## config.mk

```make
export PLATFORM = sky130hd
export DESIGN_NAME = alu_sequencer_flat
export DESIGN_NICKNAME = d
export VERILOG_FILES = /design/src/rtl/alu_sequencer_pkg.sv /design/src/rtl/alu_sequencer_if.sv /design/src/rtl/alu_sequencer.sv /design/src/flat_wrapper.sv
export SDC_FILE = /design/constraint.sdc
export NUM_CORES = 1
export LEC_CHECK = 0
export ABC_AREA = 1
export ABC_CLOCK_PERIOD_IN_PS = 4400
export CORE_ASPECT_RATIO = 1.75
export CORE_UTILIZATION = 40
export CTS_CLUSTER_DIAMETER = 200
export DETAILED_ROUTE_END_ITERATION = 7
export DONT_BUFFER_PORTS = 1
export PLACE_DENSITY_LB_ADDON = 0.15
export SLEW_MARGIN = 20
export SYNTH_ARGS = -nofsm -noshare
export SYNTH_HDL_FRONTEND = slang
export SYNTH_SLANG_ARGS = --single-unit
```

## constraint.sdc

```tcl
create_clock -name Clock -period 4.4 [get_ports Clock]
set_clock_uncertainty 0.15 [all_clocks]
set_input_delay 0.88 -clock Clock [delete_from_list [all_inputs] [get_ports Clock]]
set_output_delay 0.88 -clock Clock [all_outputs]
set_load 0.05 [all_outputs]
```

## src/rtl/alu_sequencer_pkg.sv

```systemverilog
// Shared types for the ALU operation sequencer: op codes, FSM states,
// ALU control bundle and the op -> control decode table.
package alu_pkg;

   typedef enum logic [3:0] {
      ALU_ADD  = 4'd0,
      ALU_SUB  = 4'd1,
      ALU_AND  = 4'd2,
      ALU_OR   = 4'd3,
      ALU_XOR  = 4'd4,
      ALU_SLT  = 4'd5,
      ALU_SLTU = 4'd6,
      ALU_SLL  = 4'd7,
      ALU_SRL  = 4'd8,
      ALU_SRA  = 4'd9
   } alu_op_e;

   typedef enum logic [1:0] {
      ST_IDLE  = 2'd0,
      ST_EXEC  = 2'd1,
      ST_SHIFT = 2'd2,
      ST_DONE  = 2'd3
   } alu_state_e;

   typedef struct packed {
      logic InvertA;
      logic InvertB;
      logic CarryIn;
      logic Or;
      logic FloodCarry;
   } alu_ctrl_t;

   // Control table for the downstream ALU. AND is built as NOR of the
   // inverted operands; compares reuse the subtract setup.
   function automatic alu_ctrl_t alu_ctrl_decode(alu_op_e op);
      alu_ctrl_t c;
      c = '0;
      case (op)
         ALU_SUB, ALU_SLT, ALU_SLTU: begin
            c.InvertB = 1'b1;
            c.CarryIn = 1'b1;
         end
         ALU_AND: begin
            c.InvertA    = 1'b1;
            c.InvertB    = 1'b1;
            c.Or         = 1'b1;
            c.FloodCarry = 1'b1;
         end
         ALU_OR:  c.Or         = 1'b1;
         ALU_XOR: c.FloodCarry = 1'b1;
         default: c = '0;
      endcase
      return c;
   endfunction

   function automatic logic op_is_shift(alu_op_e op);
      return (op == ALU_SLL) || (op == ALU_SRL) || (op == ALU_SRA);
   endfunction

   // Codes above SRA are unassigned and complete with a zero result.
   function automatic logic op_is_legal(alu_op_e op);
      return (op <= ALU_SRA);
   endfunction

endpackage

```

## src/rtl/alu_sequencer_if.sv

```systemverilog
// Op request / result / ALU-side bundle between the sequencer and its
// environment. The sequencer uses the slave view; the surrounding
// execute stage (or a bench) uses the master view.
interface alu_sequencer_if #(
   parameter int Width = 32
);
   import alu_pkg::*;

   logic             OpValid;
   logic             OpReady;
   alu_op_e          OpCode;
   logic [Width-1:0] OpA;
   logic [Width-1:0] OpB;

   logic             ResValid;
   logic             ResReady;
   logic [Width-1:0] Result;

   logic [Width-1:0] AluInA;
   logic [Width-1:0] AluInB;
   logic             AluCarryIn;
   logic             AluOr;
   logic             AluFloodCarry;
   logic             AluInvertA;
   logic             AluInvertB;
   logic             AluCarryOut;
   logic [Width-1:0] AluOutC;

   modport slave (
      input  OpValid, OpCode, OpA, OpB, ResReady, AluCarryOut, AluOutC,
      output OpReady, ResValid, Result,
      output AluInA, AluInB, AluCarryIn, AluOr, AluFloodCarry,
      output AluInvertA, AluInvertB
   );

   modport master (
      output OpValid, OpCode, OpA, OpB, ResReady, AluCarryOut, AluOutC,
      input  OpReady, ResValid, Result,
      input  AluInA, AluInB, AluCarryIn, AluOr, AluFloodCarry,
      input  AluInvertA, AluInvertB
   );

endinterface

```

## src/rtl/alu_sequencer.sv

```systemverilog
// RV32 integer op sequencer in front of the ALU. One op per handshake;
// arithmetic/logic ops take a single EXEC cycle through the ALU, shifts
// iterate one bit per cycle, and the registered result is returned over
// a valid/ready handshake.
module alu_sequencer
   import alu_pkg::*;
#(
   parameter int Width = 32
) (
   input  logic           Clock,
   input  logic           Reset,
   alu_sequencer_if.slave bus
);

   localparam int SW  = $clog2(Width);
   localparam int MSB = Width - 1;
   localparam logic [SW-1:0] CntOne = SW'(1);

   alu_state_e       state_q, state_d;
   alu_op_e          op_q, op_d;
   logic [Width-1:0] a_q, a_d;
   logic [Width-1:0] b_q, b_d;
   logic [Width-1:0] acc_q, acc_d;
   logic [SW-1:0]    cnt_q, cnt_d;
   logic [Width-1:0] result_q, result_d;

   logic             op_ready;
   logic             res_valid;
   logic             accept;
   alu_ctrl_t        ctrl;
   logic [Width-1:0] in_a, in_b;
   logic [Width-1:0] exec_res;

   assign accept = bus.OpValid && op_ready;

   // State register.
   always_ff @(posedge Clock) begin
      if (Reset) state_q <= ST_IDLE;
      else       state_q <= state_d;
   end

   // Datapath registers; reset discards any in-flight op.
   always_ff @(posedge Clock) begin
      if (Reset) begin
         op_q     <= ALU_ADD;
         a_q      <= '0;
         b_q      <= '0;
         acc_q    <= '0;
         cnt_q    <= '0;
         result_q <= '0;
      end else begin
         op_q     <= op_d;
         a_q      <= a_d;
         b_q      <= b_d;
         acc_q    <= acc_d;
         cnt_q    <= cnt_d;
         result_q <= result_d;
      end
   end

   // Next-state selection.
   always_comb begin
      state_d = state_q;
      case (state_q)
         ST_IDLE: begin
            if (accept) begin
               if (!op_is_legal(bus.OpCode))     state_d = ST_DONE;
               else if (op_is_shift(bus.OpCode)) state_d = ST_SHIFT;
               else                              state_d = ST_EXEC;
            end
         end
         ST_EXEC:  state_d = ST_DONE;
         ST_SHIFT: if (cnt_q == '0) state_d = ST_DONE;
         ST_DONE:  if (bus.ResReady) state_d = ST_IDLE;
         default:  state_d = ST_IDLE;
      endcase
   end

   // Single-cycle result: compares are derived from the subtract.
   always_comb begin
      exec_res = bus.AluOutC;
      if (op_q == ALU_SLT) begin
         exec_res    = '0;
         // Differing signs decide directly; otherwise the difference sign does.
         exec_res[0] = (a_q[MSB] != b_q[MSB]) ? a_q[MSB] : bus.AluOutC[MSB];
      end else if (op_q == ALU_SLTU) begin
         exec_res    = '0;
         exec_res[0] = ~bus.AluCarryOut;
      end
   end

   // Operand latch, shift iteration and result capture.
   always_comb begin
      op_d     = op_q;
      a_d      = a_q;
      b_d      = b_q;
      acc_d    = acc_q;
      cnt_d    = cnt_q;
      result_d = result_q;
      case (state_q)
         ST_IDLE: begin
            if (accept) begin
               op_d = bus.OpCode;
               a_d  = bus.OpA;
               b_d  = bus.OpB;
               if (!op_is_legal(bus.OpCode)) begin
                  result_d = '0;
               end else if (op_is_shift(bus.OpCode)) begin
                  acc_d = bus.OpA;
                  cnt_d = bus.OpB[SW-1:0];
               end
            end
         end
         ST_EXEC: result_d = exec_res;
         ST_SHIFT: begin
            if (cnt_q == '0) begin
               result_d = acc_q;
            end else begin
               cnt_d = cnt_q - CntOne;
               case (op_q)
                  ALU_SLL: acc_d = bus.AluOutC;
                  ALU_SRL: acc_d = {1'b0, acc_q[MSB:1]};
                  ALU_SRA: acc_d = {acc_q[MSB], acc_q[MSB:1]};
                  default: acc_d = acc_q;
               endcase
            end
         end
         default: ;
      endcase
   end

   // Handshake and ALU drive; everything idles at zero, including during reset.
   always_comb begin
      op_ready  = 1'b0;
      res_valid = 1'b0;
      ctrl      = '0;
      in_a      = '0;
      in_b      = '0;
      if (!Reset) begin
         case (state_q)
            ST_IDLE: op_ready = 1'b1;
            ST_EXEC: begin
               ctrl = alu_ctrl_decode(op_q);
               in_a = a_q;
               in_b = b_q;
            end
            ST_SHIFT: begin
               // Left shift by one is acc + acc through the ALU adder.
               if (op_q == ALU_SLL && cnt_q != '0) begin
                  ctrl = alu_ctrl_decode(ALU_ADD);
                  in_a = acc_q;
                  in_b = acc_q;
               end
            end
            ST_DONE: res_valid = 1'b1;
            default: ;
         endcase
      end
   end

   assign bus.OpReady       = op_ready;
   assign bus.ResValid      = res_valid;
   assign bus.Result        = result_q;
   assign bus.AluInA        = in_a;
   assign bus.AluInB        = in_b;
   assign bus.AluInvertA    = ctrl.InvertA;
   assign bus.AluInvertB    = ctrl.InvertB;
   assign bus.AluCarryIn    = ctrl.CarryIn;
   assign bus.AluOr         = ctrl.Or;
   assign bus.AluFloodCarry = ctrl.FloodCarry;

endmodule

```

## src/flat_wrapper.sv

```systemverilog
// flat-port wrapper written by rule: the top's interface ports become plain ports
module alu_sequencer_flat import alu_pkg::*;
#(
   parameter int Width = 32
)
  (Clock, Reset, bus_OpValid, bus_OpCode, bus_OpA, bus_OpB, bus_ResReady, bus_AluCarryOut, bus_AluOutC, bus_OpReady, bus_ResValid, bus_Result, bus_AluInA, bus_AluInB, bus_AluCarryIn, bus_AluOr, bus_AluFloodCarry, bus_AluInvertA, bus_AluInvertB);
  alu_sequencer_if #(.Width(Width)) bus_i ();
  input  logic Clock;
  input  logic Reset;
  input wire logic [$bits(bus_i.OpValid)-1:0] bus_OpValid;
  input wire logic [$bits(bus_i.OpCode)-1:0] bus_OpCode;
  input wire logic [$bits(bus_i.OpA)-1:0] bus_OpA;
  input wire logic [$bits(bus_i.OpB)-1:0] bus_OpB;
  input wire logic [$bits(bus_i.ResReady)-1:0] bus_ResReady;
  input wire logic [$bits(bus_i.AluCarryOut)-1:0] bus_AluCarryOut;
  input wire logic [$bits(bus_i.AluOutC)-1:0] bus_AluOutC;
  output wire logic [$bits(bus_i.OpReady)-1:0] bus_OpReady;
  output wire logic [$bits(bus_i.ResValid)-1:0] bus_ResValid;
  output wire logic [$bits(bus_i.Result)-1:0] bus_Result;
  output wire logic [$bits(bus_i.AluInA)-1:0] bus_AluInA;
  output wire logic [$bits(bus_i.AluInB)-1:0] bus_AluInB;
  output wire logic [$bits(bus_i.AluCarryIn)-1:0] bus_AluCarryIn;
  output wire logic [$bits(bus_i.AluOr)-1:0] bus_AluOr;
  output wire logic [$bits(bus_i.AluFloodCarry)-1:0] bus_AluFloodCarry;
  output wire logic [$bits(bus_i.AluInvertA)-1:0] bus_AluInvertA;
  output wire logic [$bits(bus_i.AluInvertB)-1:0] bus_AluInvertB;
  assign bus_i.OpValid = bus_OpValid;
  assign bus_i.OpCode = bus_OpCode;
  assign bus_i.OpA = bus_OpA;
  assign bus_i.OpB = bus_OpB;
  assign bus_i.ResReady = bus_ResReady;
  assign bus_i.AluCarryOut = bus_AluCarryOut;
  assign bus_i.AluOutC = bus_AluOutC;
  assign bus_OpReady = bus_i.OpReady;
  assign bus_ResValid = bus_i.ResValid;
  assign bus_Result = bus_i.Result;
  assign bus_AluInA = bus_i.AluInA;
  assign bus_AluInB = bus_i.AluInB;
  assign bus_AluCarryIn = bus_i.AluCarryIn;
  assign bus_AluOr = bus_i.AluOr;
  assign bus_AluFloodCarry = bus_i.AluFloodCarry;
  assign bus_AluInvertA = bus_i.AluInvertA;
  assign bus_AluInvertB = bus_i.AluInvertB;
  alu_sequencer #(.Width(Width)) u_core (.Clock(Clock), .Reset(Reset), .bus(bus_i));
endmodule
```

==> flow_metrics.py, run 1 <==
metrics = {
    "run_status": {
        "status": "completed",
    },
    "timing": {
        "slew_violations": 0,
        "relSlewSlack_pct": 36.6,
        "rsz0062_at_grt": "no",
        "hold_ws_ps": 314,
        "fin_ws_ps": 487,
        "hold_viol": 0,
        "final-setup-viol-count": 0,
        "finalCritPeriodShare_pct": 88.9,
        "tightestPinTransition_ps": 947,
        "tns_ps": 0,
        "min_period_ps": 3910,
        "fmax_mhz": 256,
    },
    "final_layout": {
        "drive_gt1_share_pct": 10.5,
        "antenna_cells": 0,
        "nFillCells": 1967,
        "final_core_utilization_pct": 48.1,
        "nets": 1340,
        "final_area_mm2": 0.00873,
        "fin_cells": 1475,
        "area_delta_synth_final_pct": 16.9,
    },
    "clocking": {
        "clock_sinks": 139,
        "path_clk_slew_ps": 60,
        "cts_tree": "done",
        "post_cts.repair.setup_buffers": 0,
        "clockBufferDepth": 2,
        "clk_latency_ps": 440,
        "cts_resized": 0,
        "root_buffer": "clkbuf_16",
        "htree_levels": 4,
        "hold_buffers": 0,
        "cts_inserted_buffers": 17,
    },
    "worst_hold_path": {
        "hp-class": "reg2reg",
    },
    "routing": {
        "drtIter0Drc": 375,
        "vias": 7884,
        "dr.pass1.iters": 5,
        "viasPerCell": 5.35,
        "drc_errors": 0,
        "wl_per_cell_um": 17.7,
        "wirelength_um": 26000,
        "ant_nets": 0,
    },
    "floorplanning": {
        "rows": 65,
        "die_y_um": 183,
        "dieArea_mm2": 0.0193,
        "initial_core_util_pct": 41.2,
        "die_w_um": 105,
        "coreArea_mm2": 0.0181,
        "io_pins": 208,
    },
    "placed_design": {
        "place.gp.congestion": 0.844,
        "place.port_buffers": 0,
        "post-place-ws_ps": 966,
        "dp.final_hpwl_um": 18000,
        "dpl_cell_area_mm2": 0.00810,
        "dp_cells": 1443,
    },
    "synth": {
        "synthDistinctLibCells": 26,
        "synth-xor-area-share_pct": 0,
        "ys_ff_latch": 139,
        "synth_area_mm2": 0.00747,
        "yosysWarnings": 0,
        "synth_nets": 1325,
        "synth_top_family_by_area": "simple AND/OR/NAND/NOR gates",
        "yosys-mux-area-fraction_pct": 0,
        "synth_compound_area_share_pct": 14.7,
        "synthAdderAreaFrac_pct": 1.17,
        "seq_area_frac_synth_pct": 37.2,
        "synth.avg_cell_area_um2": 6.16,
        "synthSimpleGateAreaFrac_pct": 36.4,
        "netlist_instances": 1213,
    },
    "power": {
        "worst_ir_drop_vdd_v": 0.000336,
        "p_total_mw": 5.27,
        "p_per_area_mw_per_mm2": 603,
        "total_leakage_power_nw": 3.96,
    },
    "worst_setup_path": {
        "setup.worst_path.class": "reg2out",
        "end_kind": "output pin",
        "cp.required_ps": 3370,
        "worstSetupStartpointType": "register",
        "crit_fanout": 22,
        "arrival_ps": 2880,
    },
    "grt": {
        "antenna_found_initial": 0,
        "grt_usage_pct": 27.7,
        "grt_pass1_vias": 7885,
        "grt_max_degree": 81,
        "grt_pass1_wl_um": 41000,
        "overflow": 0,
    },
    "run": {
        "maxCapViolations": 0,
    },
}
==> critical path: stages, from the launching register on <==
cell	delay, ps
dfxtp_1	370
inv_1	60
ha_1	230
nand3b_1	110
nand2_1	60
inv_1	640
nand3_1	450
a21oi_1	270
buf_4	240
==> path summary, 6_finish.rpt <==
kind | startpoint | end | slack, ps | depth (start not counted)
setup / recovery | u_core.cnt_q[0] | bus_AluInA[21] | 490 | 8
setup reg to reg | u_core.state_q[0] | u_core.bus.Result[11] | 1180 | 11
hold / removal | u_core.a_q[1] | u_core.a_q[1] | 310 | 2
hold reg to reg | u_core.a_q[1] | u_core.a_q[1] | 310 | 2
==> layout by cell type, fill, tap and decap left out, types with 17 or more instances in the layout <==
| cell | instances |
|---|---|
| a21oi_1 | 105 |
| buf_4 | 84 |
| clkbuf_16 | 17 |
| dfxtp_1 | 139 |
| inv_1 | 110 |
| nand2_1 | 383 |
| nand3_1 | 109 |
| nand4_1 | 33 |
| nor2_1 | 117 |
| o21ai_0 | 82 |
| o22ai_1 | 20 |
==> logic make-up after synthesis <==
family | count (synthesis)
adder cells (fa/ha/maj) | 7
buffers and inverters | 201
AND/OR/NAND/NOR | 654
flip-flops | 139
AO/OA/AOI/OAI | 212
==> synth_stat cells (all sizes together) <==
library cell,instances,share of area [%]
a31oi,2,0.17
clkbuf,65,3.3
buf,24,1.6
nor3,3,0.27
ha,7,1.2
nand4,33,2.8
dfxtp,139,37
o21ai,83,5.6
o21a,1,0.10
nand3b,2,0.20
nand2,387,20
nor4,1,0.084
o211ai,1,0.10
inv,112,5.6
a21oi,105,7.0
nand3,109,7.3
nor2,119,6.2
o22ai,20,1.7
==> state kept, by name (all words and copies together) (netlist names) <==
| register | flops |
|---|---|
| u_core.bus.Result | 32 |
| u_core.op_q | 4 |
| u_core.acc_q | 32 |
| u_core.a_q | 32 |
| u_core.state_q | 2 |
| u_core.cnt_q | 5 |
| u_core.b_q | 32 |
==> routing by layer <==
metal  vias to the layer above  share of wire [%]  global-route usage (%)
met3                        61                7.0                    7.89
met4                         0                4.2                    15.4
met1                      3636                 36                    27.9
li1                       3922                  -                       -
met2                       265                 53                    50.5
met5                         -                  0                       0
==> cell type report <==
type	count	area, µm²	area share [%]
Clock inverter	14	195	2.24
Timing Repair Buffer	85	651	7.45
Tap cell	234	293	3.35
Clock buffer	18	439	5.03
Inverter	112	422	4.83
Multi-Input combinational cell	873	3950	45.2
Sequential cell	139	2780	31.9
==> report_power, final <==
group	switching, mW	internal (mW)	total, mW
logic	1.44	0.537	1.98
registers	0.245	1.49	1.74
clock network	0.588	0.964	1.55
Note: power is estimated with default switching activity, not from simulation.
==> run 2, diff against run 1 <==
--- a/constraint.sdc
+++ b/constraint.sdc
@@ -4,2 +4,2 @@
 set_output_delay 0.88 -clock Clock [all_outputs]
-set_load 0.05 [all_outputs]
+set_load 0.1 [all_outputs]
==> flow_metrics.py, run 2 (same netlist as run 1, synthesis figures left out) <==
metrics = {
    "clocking": {
        "htree_levels": 4,
        "path_clk_slew_ps": 60,
        "cts_inserted_buffers": 17,
        "cts_tree": "done",
        "cts_resized": 0,
        "clock_sinks": 139,
        "clockBufferDepth": 2,
        "root_buffer": "clkbuf_16",
        "clk_latency_ps": 430,
        "hold_buffers": 0,
        "post_cts.repair.setup_buffers": 0,
    },
    "worst_setup_path": {
        "crit_fanout": 44,
        "arrival_ps": 2720,
        "crit_path_start": "u_core.state_q[0]",
        "cp.required_ps": 3370,
        "reg2reg_setup_slack_ps": 1270,
        "reg2reg_to": "u_core.bus.Result[15]",
        "worstSetupStartpointType": "register",
        "regToRegStartpoint": "u_core.state_q[0]",
        "ff2ff_path_depth": 11,
        "setup.worst_path.class": "reg2out",
        "end_kind": "output pin",
    },
    "timing": {
        "fmax_mhz": 267,
        "finalCritPeriodShare_pct": 85.2,
        "relSlewSlack_pct": 27.2,
        "slew_violations": 0,
        "tns_ps": 0,
        "min_period_ps": 3750,
        "rsz0062_at_grt": "no",
        "hold_viol": 0,
        "final-setup-viol-count": 0,
        "tightestPinTransition_ps": 1090,
    },
    "routing": {
        "wl_per_cell_um": 17.6,
        "drc_errors": 0,
        "vias": 7979,
        "wirelength_um": 26000,
        "ant_nets": 0,
        "viasPerCell": 5.39,
        "dr.pass1.iters": 5,
        "drtIter0Drc": 435,
    },
    "floorplanning": {
        "initial_core_util_pct": 41.2,
        "coreArea_mm2": 0.0181,
        "io_pins": 208,
        "die_w_um": 105,
        "dieArea_mm2": 0.0193,
        "rows": 65,
        "die_y_um": 183,
    },
    "final_layout": {
        "area_delta_synth_final_pct": 21.0,
        "nFillCells": 1944,
        "antenna_cells": 0,
        "nets": 1344,
        "drive_gt1_share_pct": 16.2,
        "final_core_utilization_pct": 49.8,
        "seq_area_mm2": 0.00278,
        "layout_common_cells": "nand2_1 (383), dfxtp_1 (139), nor2_1 (115), inv_1 (110), nand3_1 (109)",
        "final_common_cell": "nand2_1",
        "multi_input_area_mm2": 0.00422,
    },
    "worst_hold_path": {
        "whs_endpoint": "u_core.a_q[2]",
        "hp-class": "reg2reg",
        "hold_depth": 2,
        "worstHoldStart": "u_core.a_q[2]",
    },
    "placed_design": {
        "dp.final_hpwl_um": 18200,
        "place.gp.congestion": 0.871,
        "place.port_buffers": 0,
    },
    "run": {
        "maxCapViolations": 0,
    },
    "power": {
        "p_int_mw": 3.02,
        "power_frac_comb_pct": 39.5,
        "worst_ir_drop_vdd_v": 0.000313,
        "total_leakage_power_nw": 3.99,
        "clockPowerShare_pct": 27.9,
        "swShare_pct": 45.2,
        "p_per_area_mw_per_mm2": 609,
        "power_frac_seq_pct": 32.5,
        "p_sw_mw": 2.49,
    },
    "grt": {
        "grt_usage_pct": 27.3,
        "grt_pass1_vias": 7647,
        "overflow": 0,
        "grt_pass1_wl_um": 40300,
        "antenna_found_initial": 1,
        "grt_max_degree": 66,
    },
    "run_status": {
        "status": "completed",
    },
}
-- run 2: how the worst max path moves through the flow --
stage                     slack (ps)              to
after global placement          1080  bus_AluInA[21]
after CTS                        600  bus_AluInA[19]
after floorplan                  160       bus_AluOr
after detailed placement        1060  bus_AluInA[19]
final                            650  bus_AluInB[16]
after global routing             470  bus_AluInB[16]
-- run 2: critical path: stages, from the launching register on --
cell	delay [ps]
dfxtp_1	420
inv_1	150
ha_1	370
nand2_4	550
buf_4	470
a21oi_2	60
buf_4	250
-- run 2: stage by stage --
stage / hold WS [ps] / area [µm²] / worst slack, ps / total power, mW / std cells
finish: 313 / 9040 / 649 / 5.51 / 1479
global route: 325 / 9040 / 470 / 5.85 / 1479
CTS: 316 / 9040 / 600 / 5.55 / 1479
detailed placement: 307 / 8410 / 1060 / 3.99 / 1447
global placement: 303 / 8410 / 1080 / 3.98 / 1447
floorplan: 296 / 7480 / 163 / 3.34 / 1213
-- run 2: metal layers --
metal  GRT usage [%]  up-vias  wire, µm  part of all wire (%)
met5               0        -        12                 0.046
met4            15.2        2      1180                   4.6
met3            7.00       68      1840                   7.1
met2            49.2      286     13500                    52
met1            28.6     3692      9420                    36
li1                -     3931         -                     -
-- run 2: area by class of cell --
cell class / count / area share (%)
Timing Repair Buffer: 89 / 7.67
Clock buffer: 18 / 4.75
Multi-Input combinational cell: 873 / 46.7
Inverter: 112 / 4.67
Sequential cell: 139 / 30.8
Clock inverter: 14 / 2.17
Tap cell: 234 / 3.24
-- run 2: power by group through the flow --
stage                     Clock (mW)  Combinational [mW]  Sequential (mW)
final                           1.54                2.18             1.79
after global routing            1.61                2.42             1.82
after CTS                       1.57                2.19             1.79
after detailed placement           0                2.18             1.81
after global placement             0                2.17             1.81
after floorplan                    0                1.58             1.76
